File: src/rtl/dense_input_packer_if.sv
// Handshake and packed-output bundle between the flatten/pool stage, the packer and the dense engine.
// master drives the element stream and observes the packed word; slave is the packer itself.
`timescale 1ns/1ps
interface dense_input_packer_if #(
   parameter int DATA_WIDTH = 8,
   parameter int NUMI_ONCE  = 36,
   parameter int NUM_CHUNK  = 3
);
   localparam int CW = (NUM_CHUNK > 1) ? $clog2(NUM_CHUNK) : 1;

   logic [DATA_WIDTH-1:0]           data_i;
   logic                            valid_i;
   logic                            ready_o;
   logic [DATA_WIDTH*NUMI_ONCE-1:0] data_o;
   logic                            valid_o;
   logic [CW-1:0]                   chunk_idx_o;
   logic                            frame_done_o;

   modport master (
      output data_i, valid_i,
      input  ready_o, data_o, valid_o, chunk_idx_o, frame_done_o
   );

   modport slave (
      input  data_i, valid_i,
      output ready_o, data_o, valid_o, chunk_idx_o, frame_done_o
   );
endinterface

File: src/rtl/dense_input_packer.sv
// Packs NUMI_ONCE serial elements into one wide word, pulses it for one cycle, then holds a guard gap.
// Define DENSE_PACK_DBUF_EN to add a shadow buffer that keeps accepting elements during the gap.
`timescale 1ns/1ps
module dense_input_packer #(
   parameter int DATA_WIDTH = 8,
   parameter int NUMI_ONCE  = 36,
   parameter int NUM_CHUNK  = 3,
   parameter int GAP_CYCLES = 200
) (
   input logic               clk,
   input logic               rstn,
   dense_input_packer_if.slave bus
);
   localparam int CNTW = $clog2(NUMI_ONCE + 1);
   localparam int CW   = (NUM_CHUNK > 1) ? $clog2(NUM_CHUNK) : 1;
   localparam int GW   = (GAP_CYCLES > 1) ? $clog2(GAP_CYCLES) : 1;
   localparam logic [CNTW-1:0] CNT_LAST   = CNTW'(NUMI_ONCE - 1);
   localparam logic [CNTW-1:0] CNT_FULL   = CNTW'(NUMI_ONCE);
   localparam logic [CW-1:0]   CHUNK_LAST = CW'(NUM_CHUNK - 1);
   localparam logic [GW-1:0]   GAP_LAST   = GW'((GAP_CYCLES > 0) ? GAP_CYCLES - 1 : 0);

   typedef enum logic [1:0] {
      FILL = 2'd0,
      SEND = 2'd1,
      GAP  = 2'd2
   } state_t;

   state_t                          state_reg, state_next;
   logic [CNTW-1:0]                 cnt_reg, cnt_next;
   logic [CW-1:0]                   chunk_reg, chunk_next;
   logic [GW-1:0]                   gap_reg, gap_next;
   logic                            ready_reg, ready_next;
   logic                            xfer;
   logic                            fill_we;
   logic                            buf_clear;
   logic                            send;
   logic [DATA_WIDTH*NUMI_ONCE-1:0] packed_word;

`ifdef DENSE_PACK_DBUF_EN
   logic [CNTW-1:0] sh_cnt_reg, sh_cnt_next;
   logic [CNTW-1:0] sh_total;
   logic            sh_we;
   logic            sh_load;
`endif

   assign xfer = bus.valid_i && ready_reg;

   always_comb begin
      state_next = state_reg;
      cnt_next   = cnt_reg;
      chunk_next = chunk_reg;
      gap_next   = gap_reg;
      ready_next = ready_reg;
      fill_we    = 1'b0;
      buf_clear  = 1'b0;
`ifdef DENSE_PACK_DBUF_EN
      sh_we       = 1'b0;
      sh_load     = 1'b0;
      sh_cnt_next = sh_cnt_reg;
      sh_total    = sh_cnt_reg + CNTW'(xfer);
`endif
      case (state_reg)
         FILL: begin
            ready_next = 1'b1;
            if (xfer) begin
               fill_we  = 1'b1;
               cnt_next = cnt_reg + CNTW'(1);
               // ready drops on the same edge that captures the last element
               if (cnt_reg == CNT_LAST) begin
                  state_next = SEND;
                  ready_next = 1'b0;
               end
            end
         end
         SEND: begin
            cnt_next   = '0;
            buf_clear  = 1'b1;
            chunk_next = (chunk_reg == CHUNK_LAST) ? '0 : chunk_reg + CW'(1);
            if (GAP_CYCLES == 0) begin
               state_next = FILL;
               ready_next = 1'b1;
            end else begin
               state_next = GAP;
`ifdef DENSE_PACK_DBUF_EN
               ready_next = 1'b1;
`else
               ready_next = 1'b0;
`endif
            end
         end
         GAP: begin
`ifdef DENSE_PACK_DBUF_EN
            if (xfer) begin
               sh_we       = 1'b1;
               sh_cnt_next = sh_total;
            end
            ready_next = (sh_total < CNT_FULL);
`endif
            if (gap_reg == GAP_LAST) begin
               gap_next = '0;
`ifdef DENSE_PACK_DBUF_EN
               // shadow (including a final-cycle transfer) becomes the primary chunk
               sh_load     = 1'b1;
               sh_cnt_next = '0;
               cnt_next    = sh_total;
               if (sh_total == CNT_FULL) begin
                  state_next = SEND;
                  ready_next = 1'b0;
               end else begin
                  state_next = FILL;
                  ready_next = 1'b1;
               end
`else
               state_next = FILL;
               ready_next = 1'b1;
`endif
            end else begin
               gap_next = gap_reg + GW'(1);
            end
         end
         default: begin
            state_next = FILL;
            ready_next = 1'b0;
         end
      endcase
   end

   always_ff @(posedge clk or negedge rstn) begin
      if (!rstn) begin
         state_reg <= FILL;
         cnt_reg   <= '0;
         chunk_reg <= '0;
         gap_reg   <= '0;
         ready_reg <= 1'b0;
`ifdef DENSE_PACK_DBUF_EN
         sh_cnt_reg <= '0;
`endif
      end else begin
         state_reg <= state_next;
         cnt_reg   <= cnt_next;
         chunk_reg <= chunk_next;
         gap_reg   <= gap_next;
         ready_reg <= ready_next;
`ifdef DENSE_PACK_DBUF_EN
         sh_cnt_reg <= sh_cnt_next;
`endif
      end
   end

   generate
      for (genvar gi = 0; gi < NUMI_ONCE; gi++) begin : g_slot
         logic [DATA_WIDTH-1:0] slot_reg;
`ifdef DENSE_PACK_DBUF_EN
         logic [DATA_WIDTH-1:0] sh_reg;

         always_ff @(posedge clk or negedge rstn) begin
            if (!rstn) begin
               sh_reg <= '0;
            end else if (sh_load) begin
               sh_reg <= '0;
            end else if (sh_we && (sh_cnt_reg == CNTW'(gi))) begin
               sh_reg <= bus.data_i;
            end
         end
`endif

         always_ff @(posedge clk or negedge rstn) begin
            if (!rstn) begin
               slot_reg <= '0;
            end else if (buf_clear) begin
               slot_reg <= '0;
`ifdef DENSE_PACK_DBUF_EN
            end else if (sh_load) begin
               slot_reg <= (sh_we && (sh_cnt_reg == CNTW'(gi))) ? bus.data_i : sh_reg;
`endif
            end else if (fill_we && (cnt_reg == CNTW'(gi))) begin
               slot_reg <= bus.data_i;
            end
         end

         assign packed_word[gi*DATA_WIDTH +: DATA_WIDTH] = slot_reg;
      end
   endgenerate

   assign send             = (state_reg == SEND);
   assign bus.ready_o      = ready_reg;
   assign bus.valid_o      = send;
   assign bus.data_o       = send ? packed_word : '0;
   assign bus.chunk_idx_o  = send ? chunk_reg : '0;
   assign bus.frame_done_o = send && (chunk_reg == CHUNK_LAST);
endmodule

File: src/flat_wrapper.sv
// flat-port wrapper written by rule: the top's interface ports become plain ports
module dense_input_packer_flat 
#(
   parameter int DATA_WIDTH = 8,
   parameter int NUMI_ONCE  = 36,
   parameter int NUM_CHUNK  = 3,
   parameter int GAP_CYCLES = 200
)
  (clk, rstn, bus_data_i, bus_valid_i, bus_ready_o, bus_data_o, bus_valid_o, bus_chunk_idx_o, bus_frame_done_o);
  dense_input_packer_if #(.DATA_WIDTH(DATA_WIDTH), .NUMI_ONCE(NUMI_ONCE), .NUM_CHUNK(NUM_CHUNK)) bus_i ();
  input logic clk;
  input logic rstn;
  input wire logic [$bits(bus_i.data_i)-1:0] bus_data_i;
  input wire logic [$bits(bus_i.valid_i)-1:0] bus_valid_i;
  output wire logic [$bits(bus_i.ready_o)-1:0] bus_ready_o;
  output wire logic [$bits(bus_i.data_o)-1:0] bus_data_o;
  output wire logic [$bits(bus_i.valid_o)-1:0] bus_valid_o;
  output wire logic [$bits(bus_i.chunk_idx_o)-1:0] bus_chunk_idx_o;
  output wire logic [$bits(bus_i.frame_done_o)-1:0] bus_frame_done_o;
  assign bus_i.data_i = bus_data_i;
  assign bus_i.valid_i = bus_valid_i;
  assign bus_ready_o = bus_i.ready_o;
  assign bus_data_o = bus_i.data_o;
  assign bus_valid_o = bus_i.valid_o;
  assign bus_chunk_idx_o = bus_i.chunk_idx_o;
  assign bus_frame_done_o = bus_i.frame_done_o;
  dense_input_packer #(.DATA_WIDTH(DATA_WIDTH), .NUMI_ONCE(NUMI_ONCE), .NUM_CHUNK(NUM_CHUNK), .GAP_CYCLES(GAP_CYCLES)) u_core (.clk(clk), .rstn(rstn), .bus(bus_i));
endmodule
File: config.mk
export PLATFORM = sky130hd
export DESIGN_NAME = dense_input_packer_flat
export DESIGN_NICKNAME = d
export VERILOG_FILES = /design/src/rtl/dense_input_packer_if.sv /design/src/rtl/dense_input_packer.sv /design/src/flat_wrapper.sv
export SDC_FILE = /design/constraint.sdc
export NUM_CORES = 1
export LEC_CHECK = 0
export ABC_AREA = 1
export CORE_AREA = 5 5 179 181
export DETAILED_ROUTE_END_ITERATION = 8
export DIE_AREA = 0 0 184 186
export DONT_BUFFER_PORTS = 1
export HOLD_SLACK_MARGIN = 0.12
export PLACE_DENSITY = 0.75
export SLEW_MARGIN = 40
export SYNTH_ARGS = -nofsm -noshare
export SYNTH_HDL_FRONTEND = slang
export SYNTH_SLANG_ARGS = --single-unit
File: constraint.sdc
create_clock -name clk -period 4.2 [get_ports clk]
set_input_delay 1.26 -clock clk [delete_from_list [all_inputs] [get_ports clk]]
set_output_delay 1.26 -clock clk [all_outputs]
set_load 0.02 [all_outputs]
==> qor.yml, run 1 <==
nets: 1970
worst_ep_required_time_ns: 2.94
final_util_pct: 53.9
cts_setup_buffers: 0
relSlewSlack_pct: 49.1
cts.path.max_buffers: 3
cts_tree: "yes"
final-hold-violation-count: 0
peakVddDrop_v: 0.000350
die_w_um: 184
drtIter0Drc: 1218
clock-sinks: 307
ys_seq_area_share_pct: 51.7
synth.net_count: 2006
largest_reg_flops: 288
yosysMostFrequentCell: "nand2_1"
fin_skew_ns: 0.00999
rows: 64
synth_cells: 1990
tightest_slew_ns: 0.762
cts.repair.resized: 0
setup_violations: 0
max_cap_violations: 0
status: "completed"
viasPerCell: 5.29
worstSkewPairLatency_ns: 0.50
ios: 304
drc: 0
cts_root_buf: "clkbuf_16"
crit_family: "simple AND/OR/NAND/NOR gates"
timing.final.crit_share_pct: 81.9
min_path_type: "in2async"
ys_async_sr_fraction_pct: 100
cts_inserted_buffers: 35
synth_cell_types: 24
die_h_um: 186
avgSynthCellArea_um2: 7.47
cts_hold_buf: 0
synth.area.top_cells: "dfrtp_1 52%, nand2_1 13%, nand3_1 9.2%"
worstPathArrival_ns: 2.18
swShare_pct: 32.0
total_power_w: 0.00957
area_growth_pct: 9.90
gr-total-overflow: 0
p_leak_nw: 7.88
synth_edf_count: 0
path_buf_inv: 2
crit_path_start_kind: "flop"
port_buffers: 0
dp_hpwl_um: 27300
path_cells: "inv_2 > nand2_4 > buf_12 > nor2_1"
cpMaxStageDelayCell: "nor2_1"
grt_first_pass_wirelength_um: 65000
grt_max_degree: 308
cts.htree.levels: 2
fmax_mhz: 291
core_um2: 30300
clkSlewWorstSetupHoldPaths_ns: 0.06
yosysWarnings: 0
period_needed_ns: 3.44
intPower_w: 0.00651
die-area_um2: 34200
max_stage_delay_ns: 0.47
synthTopCellsByCount: "495 x nand2_1, 340 x nor2_1, 311 x inv_1"
rsz0062_at_grt: "false"
critPathMaxFanout: 117
power_frac_comb_pct: 21.0
critical_path_class: "reg2out"
power_density_nw_per_um2: 586
num_vias: 12600
yosys.area.top_type: "dfrtp_1"
grt_usage_pct: 23.6
wl_um: 41600
power_frac_seq_pct: 46.6
antenna_found_initial: 0
synth.top_cell.area_share_pct: 51.7
grt_pass1_vias: 11900
synthFlopType: "dfrtp_1"
maxSlewViolCount: 0
power.switching_w: 0.00306
firstDrtPassIters: 5
synth-seq-cells: 307
gp_congestion: 0.821
drtAntennaViolNets: 0
initial_utilization_pct: 49.1
wl_per_cell_um: 17.5
syn_area_um2: 14900
drive_gt1_share_pct: 5.61
tns_ns: 0
worst_setup_path_end_kind: "output pin"
power_frac_clock_pct: 32.4
insertedDiodeCount: 0
[layout by cell type (no fill, tap or decap)]
cell type / count
clkbuf_8: 11
nand2_1: 494
clkbuf_16: 37
nand2_2: 1
inv_2: 4
nor2_1: 340
nand4_1: 3
clkinv_1: 7
nor3_1: 3
nand4_2: 1
bufinv_16: 2
nand2_4: 1
clkinv_2: 5
a21oi_1: 4
xor2_1: 2
clkbuf_1: 7
o22ai_1: 2
nand3_1: 272
buf_4: 21
dfrtp_1: 307
nor2_4: 22
o21ai_0: 109
ha_1: 5
nand3_4: 2
buf_12: 4
inv_1: 311
xnor2_1: 2
[logic make-up (layout without fill, tap and decap cells)]
family / after synthesis / after routing / synth area share (%)
flops: 307 / 307 / 51.7
fa+ha+maj: 5 / 5 / 0.421
buf+inv: 420 / 409 / 11.2
xor+xnor: 4 / 4 / 0.236
compound gates: 115 / 115 / 3.89
simple gates: 1139 / 1139 / 32.5
[area by class of cell]
type,count,area [um2]
fillers,2830,13900
flip-flops and latches,307,7680
multi-input cells,1263,5510
inverters,322,1210
clock buffers,55,1100
well taps,396,495
repair buffers,25,238
clock inverters,7,85.1
[per-stage QoR]
| stage | area (um2) | hold WS, ns | cells | setup slack (ns) |
|---|---|---|---|---|
| floorplan | 14900 | 0.466 | 1990 | 1.28 |
| global placement | 15100 | 0.483 | 2313 | 1.21 |
| detailed placement | 15100 | 0.487 | 2313 | 1.13 |
| CTS | 16300 | 0.451 | 2375 | 0.791 |
| global route | 16300 | 0.449 | 2375 | 0.635 |
| finish | 16300 | 0.468 | 2375 | 0.761 |
[final timing paths]
path	from	to	slack [ns]	depth (start not counted)
max	u_core.state_reg[1]$_DFFE_PN0P_	bus_data_o[193]	0.76	4
min	rstn	u_core.g_slot[15].slot_reg[2]$_DFFE_PN0P_	0.47	0
max reg2reg	u_core.state_reg[1]$_DFFE_PN0P_	u_core.g_slot[10].slot_reg[7]$_DFFE_PN0P_	1.62	7
min reg2reg	u_core.g_slot[33].slot_reg[7]$_DFFE_PN0P_	u_core.g_slot[33].slot_reg[7]$_DFFE_PN0P_	0.50	2
max in group asynchronous	rstn	u_core.g_slot[8].slot_reg[6]$_DFFE_PN0P_	3.27	0
min in group clk	u_core.g_slot[33].slot_reg[7]$_DFFE_PN0P_	u_core.g_slot[33].slot_reg[7]$_DFFE_PN0P_	0.50	2
[power groups by stage]
| stage | sequential, W | combinational, W | clock [W] |
|---|---|---|---|
| global placement | 0.00445 | 0.00194 | 0 |
| global route | 0.00458 | 0.00231 | 0.00328 |
| detailed placement | 0.00449 | 0.00201 | 0 |
| finish | 0.00446 | 0.00201 | 0.00310 |
| floorplan | 0.00431 | 0.00153 | 0 |
| CTS | 0.00445 | 0.00202 | 0.00315 |
[layer usage]
metal | GRT usage (%) | vias up | share of wire, %
met1 | 32.4 | 6037 | 42
met5 | 0 | - | 0
met2 | 37.6 | 498 | 46
met4 | 7.93 | 0 | 2.9
met3 | 5.22 | 77 | 8.5
li1 | - | 5953 | -
Power figures use the tool's default switching activity.
==> inputs of run 2 (changes only) <==
--- a/config.mk
+++ b/config.mk
@@ -11,7 +11,7 @@
 export DIE_AREA = 0 0 184 186
 export DONT_BUFFER_PORTS = 1
 export HOLD_SLACK_MARGIN = 0.12
-export PLACE_DENSITY = 0.75
+export PLACE_DENSITY = 0.78
 export SLEW_MARGIN = 40
 export SYNTH_ARGS = -nofsm -noshare
 export SYNTH_HDL_FRONTEND = slang
==> constraint.sdc (replaced) <==
create_clock -name clk -period 3 [get_ports clk]
set_input_delay 0.9 -clock clk [delete_from_list [all_inputs] [get_ports clk]]
set_output_delay 0.9 -clock clk [all_outputs]
set_load 0.02 [all_outputs]
==> qor.yml, run 2 (same netlist as run 1, synthesis figures left out) <==
status: "completed"
die_h_um: 186
intPower_w: 0.00923
drtAntennaViolNets: 0
power.switching_w: 0.00435
p_leak_nw: 8.20
power_frac_clock_pct: 32.8
area_growth_pct: 13.3
worstSkewPairLatency_ns: 0.51
gp_congestion: 0.836
min_path_type: "in2async"
relSlewSlack_pct: 46.6
tns_ns: 0
crit_family: "simple AND/OR/NAND/NOR gates"
worst_setup_path_end_kind: "output pin"
grtUsageMet3_pct: 5.34
power_frac_comb_pct: 21.1
ios: 304
cts_setup_buffers: 0
place_area_um2: 15600
fmax_mhz: 344
peakVddDrop_v: 0.000501
die-area_um2: 34200
largest_reg_flops: 288
met2_usage_pct: 39.4
maxSlewViolCount: 0
swShare_pct: 32.1
rows: 64
gr-total-overflow: 0
grt_first_pass_wirelength_um: 66300
path_cells: "inv_2 > nand2_4 > buf_12 > nor2_1"
insertedDiodeCount: 0
power_density_nw_per_um2: 807
grt_usage_pct: 24.1
max_cap_violations: 0
rsz0062_at_grt: "false"
cts_inserted_buffers: 34
grt_max_degree: 308
timing.final.crit_share_pct: 97.0
antenna_found_initial: 0
viasPerCell: 5.28
final_common_cell: "nand2_1"
final_cell_mix: "494 x nand2_1, 338 x nor2_1, 311 x inv_1, 307 x dfrtp_1, 272 x nand3_1"
setup_violations: 0
firstDrtPassIters: 5
clock-sinks: 307
cts_tree: "yes"
wl_per_cell_um: 17.5
drc: 0
num_vias: 12800
fin_skew_ns: 0.0240
worstPathArrival_ns: 2.01
period_needed_ns: 2.91
drtIter0Drc: 1105
cts_root_buf: "clkbuf_16"
path_buf_inv: 2
nets: 2026
power_frac_seq_pct: 46.1
final-hold-violation-count: 0
drive_gt1_share_pct: 8.16
top_usage_layer: "met2"
design_area_um2: 16800
dp_hpwl_um: 27400
worst_ep_required_time_ns: 2.10
initial_utilization_pct: 49.1
port_buffers: 0
met1_usage_pct: 32.3
wl_um: 42600
critical_path_class: "reg2out"
critPathMaxFanout: 70
max_stage_delay_ns: 0.45
die_w_um: 184
crit_path_start_kind: "flop"
core_um2: 30300
grt_pass1_vias: 12200
clkSlewWorstSetupHoldPaths_ns: 0.06
tightest_slew_ns: 0.799
cts.htree.levels: 2
cts.path.max_buffers: 3
cpMaxStageDelayCell: "nor2_1"
## run 2: cell types whose count changed in the layout (fill, tap and decap cells not counted), sizes merged
cell / previous run / this run
dlygate4sd3: 0 / 1
inv: 315 / 313
clkbuf: 55 / 51
buf: 25 / 81
bufinv: 2 / 4
clkinvlp: 0 / 2
## run 2: power groups by stage
stage / Sequential [W] / Combinational [W] / Clock (W)
finish: 0.00626 / 0.00286 / 0.00446
global route: 0.00640 / 0.00328 / 0.00470
CTS: 0.00624 / 0.00284 / 0.00454
detailed placement: 0.00629 / 0.00282 / 0
global placement: 0.00623 / 0.00269 / 0
floorplan: 0.00603 / 0.00215 / 0
## run 2: worst paths after layout
kind	start	to	slack (ns)	depth (start not counted)
max	u_core.state_reg[1]$_DFFE_PN0P_	bus_data_o[59]	0.09	4
max in group asynchronous	rstn	u_core.g_slot[13].slot_reg[0]$_DFFE_PN0P_	2.10	1
min reg2reg	u_core.g_slot[28].slot_reg[6]$_DFFE_PN0P_	u_core.g_slot[28].slot_reg[6]$_DFFE_PN0P_	0.50	2
min in group clk	u_core.g_slot[28].slot_reg[6]$_DFFE_PN0P_	u_core.g_slot[28].slot_reg[6]$_DFFE_PN0P_	0.50	2
max reg2reg	u_core.state_reg[1]$_DFFE_PN0P_	u_core.g_slot[7].slot_reg[5]$_DFFE_PN0P_	0.49	8
min	rstn	u_core.g_slot[29].slot_reg[1]$_DFFE_PN0P_	0.15	0
## run 2: final cells by class
class,count,area [um2]
clock inverter,9,150
sequential,307,7680
tap,396,495
fill,2748,13400
multi-input combinational,1263,5520
clock buffer,51,1060
timing repair buffer,82,713
inverter,322,1210
## run 2: worst register-to-register path, cell delays in order, from the launching register on
cell	delay, ns
dfrtp_1	0.39
inv_2	0.11
nand2_4	0.25
buf_4	0.35
nand2_1	0.13
clkinv_1	0.60
buf_12	0.42
nand2_1	0.08
o21ai_0	0.08
## run 2: per-layer routing
layer	routed length, um	part of all wire [%]
met2	20200	47
met5	0	0
met4	1180	2.8
met3	3660	8.6
met1	17600	41
## run 2: through the flow
step	utilization, %	cells	total power (W)	setup slack, ns	hold WS (ns)
floorplan	-	1990	0.00818	0.436	0.466
global placement	51.5	2368	0.00892	0.514	0.483
detailed placement	51.5	2368	0.00911	0.423	0.491
CTS	55.5	2428	0.0136	0.0757	0.0818
global route	55.6	2430	0.0144	0.00726	0.124
finish	55.6	2430	0.0136	0.0909	0.153
## run 2: timing repair
action	4_1_cts	5_1_grt
hold endpoints to repair	291	93
setup endpoints to repair	0	2
resized for setup	0	2
==> inputs of run 3 (changes only) <==
--- a/config.mk
+++ b/config.mk
@@ -12,6 +12,7 @@
 export DONT_BUFFER_PORTS = 1
 export HOLD_SLACK_MARGIN = 0.12
 export PLACE_DENSITY = 0.78
+export REMOVE_ABC_BUFFERS = 1
 export SLEW_MARGIN = 40
 export SYNTH_ARGS = -nofsm -noshare
 export SYNTH_HDL_FRONTEND = slang
==> qor.yml, run 3 (same netlist as run 1, synthesis figures left out) <==
gr-total-overflow: 0
p_leak_nw: 7.92
core_um2: 30300
die-area_um2: 34200
worstSkewPairLatency_ns: 0.51
final_common_cell: "nand2_1"
maxSlewViolCount: 0
worst_ep_required_time_ns: 2.10
die_w_um: 184
firstDrtPassIters: 5
drc: 0
cts.path.max_buffers: 3
place_area_um2: 15200
grt_usage_pct: 23.8
nets: 1975
cts_setup_buffers: 0
min_path_type: "in2async"
total_power_w: 0.0135
clock-sinks: 307
final_cell_mix: "494 x nand2_1, 336 x nor2_1, 311 x inv_1, 307 x dfrtp_1, 272 x nand3_1"
wl_met3_um: 2730
peakVddDrop_v: 0.000583
largest_reg_flops: 288
critPathMaxFanout: 75
cts_inserted_buffers: 35
grt_first_pass_wirelength_um: 65300
power_density_nw_per_um2: 821
rows: 64
wl_um: 41500
gp_congestion: 0.848
final-hold-violation-count: 0
dp_hpwl_um: 26800
cts_tree: "yes"
tightest_slew_ns: 0.787
setup_violations: 0
status: "completed"
r2r_start: "u_core.state_reg[0]$_DFFE_PN0P_"
viasPerCell: 5.30
timing.final.crit_share_pct: 96.9
r2r_cells: 5
insertedDiodeCount: 0
design_area_um2: 16400
clkSlewWorstSetupHoldPaths_ns: 0.06
critical_path_class: "reg2out"
top_layer_used: "met4"
relSlewSlack_pct: 47.4
cts.htree.levels: 2
grt_pass1_vias: 11900
max_cap_violations: 0
worst_setup_path_end_kind: "output pin"
antenna_found_initial: 0
crit_path_start_kind: "flop"
ios: 304
area_growth_pct: 10.5
drive_gt1_share_pct: 5.91
whs_ns: 0.103
final_util_pct: 54.3
r2r_slack_ns: 0.52
period_needed_ns: 2.91
grt_max_degree: 308
drtAntennaViolNets: 0
cts_root_buf: "clkbuf_16"
port_buffers: 0
die_h_um: 186
r2r-end: "u_core.g_slot[7].slot_reg[0]$_DFFE_PN0P_"
wl_met2_um: 20200
wl_met1_um: 17400
drtIter0Drc: 1020
fmax_mhz: 344
initial_utilization_pct: 49.1
worstPathArrival_ns: 2.01
wl_per_cell_um: 17.5
rsz0062_at_grt: "true"
fin_skew_ns: 0.0222
num_vias: 12600
==> run 3: cell types whose count changed in the layout (fill, tap and decap cells not counted), sizes merged <==
cell,delta
buf,-51
clkbuf,-4
clkinv,+2
clkinvlp,-1
dlygate4sd3,-1
inv,+1
==> run 3: worst max-delay path: stages (launching register included) <==
cell and delay, ns:
dfrtp_1 0.39, inv_2 0.11, nand2_4 0.18, buf_12 0.23, buf_12 0.20, nor2_1 0.36
==> run 3: per-stage QoR <==
stage	worst slack, ns	cells	TNS, ns
floorplan	-9.16	1892	-5078.97
global placement	0.657	2318	0
global route	-0.0271	2376	-0.312
finish	0.0918	2376	0
detailed placement	0.588	2318	0
CTS	0.0692	2376	0
==> run 3: final cells by class <==
| cell class | count | area, um2 |
|---|---|---|
| clock buffer | 47 | 1020 |
| clock inverter | 11 | 164 |
| fill | 2802 | 13800 |
| inverter | 322 | 1210 |
| multi-input combinational | 1263 | 5520 |
| sequential | 307 | 7680 |
| tap | 396 | 495 |
| timing repair buffer | 30 | 325 |
==> run 3: timing repair <==
item	in CTS	in global routing
gates resized for setup	0	4
hold endpoints to repair	307	97
endpoints found under the setup margin	0	32
==> run 3: worst max path at each step <==
stage	slack [ns]	endpoint	from
2_1_floorplan	-9.16	u_core.g_slot[11].slot_reg[0]$_DFFE_PN0P_	u_core.state_reg[1]$_DFFE_PN0P_
5_1_grt	-0.03	bus_data_o[220]	u_core.state_reg[1]$_DFFE_PN0P_
6_report	0.09	bus_data_o[44]	u_core.state_reg[1]$_DFFE_PN0P_
3_3_place_gp	0.66	bus_data_o[44]	u_core.state_reg[1]$_DFFE_PN0P_
3_5_place_dp	0.59	u_core.g_slot[23].slot_reg[0]$_DFFE_PN0P_	u_core.state_reg[0]$_DFFE_PN0P_
4_1_cts	0.07	bus_data_o[43]	u_core.state_reg[1]$_DFFE_PN0P_
==> run 3: where the power goes <==
part	switching [W]	total, W	internal [W]
Clock	0.00168	0.00441	0.00273
Combinational	0.00187	0.00283	0.000963
Sequential	0.000757	0.00623	0.00547
Total	0.00431	0.0135	0.00917
==> run 3: per-layer routing <==
| metal | GRT usage (%) | vias to the layer above |
|---|---|---|
| li1 | - | 5963 |
| met4 | 7.99 | 0 |
| met1 | 33.2 | 6074 |
| met5 | 0 | - |
| met3 | 2.91 | 74 |
| met2 | 39.0 | 475 |
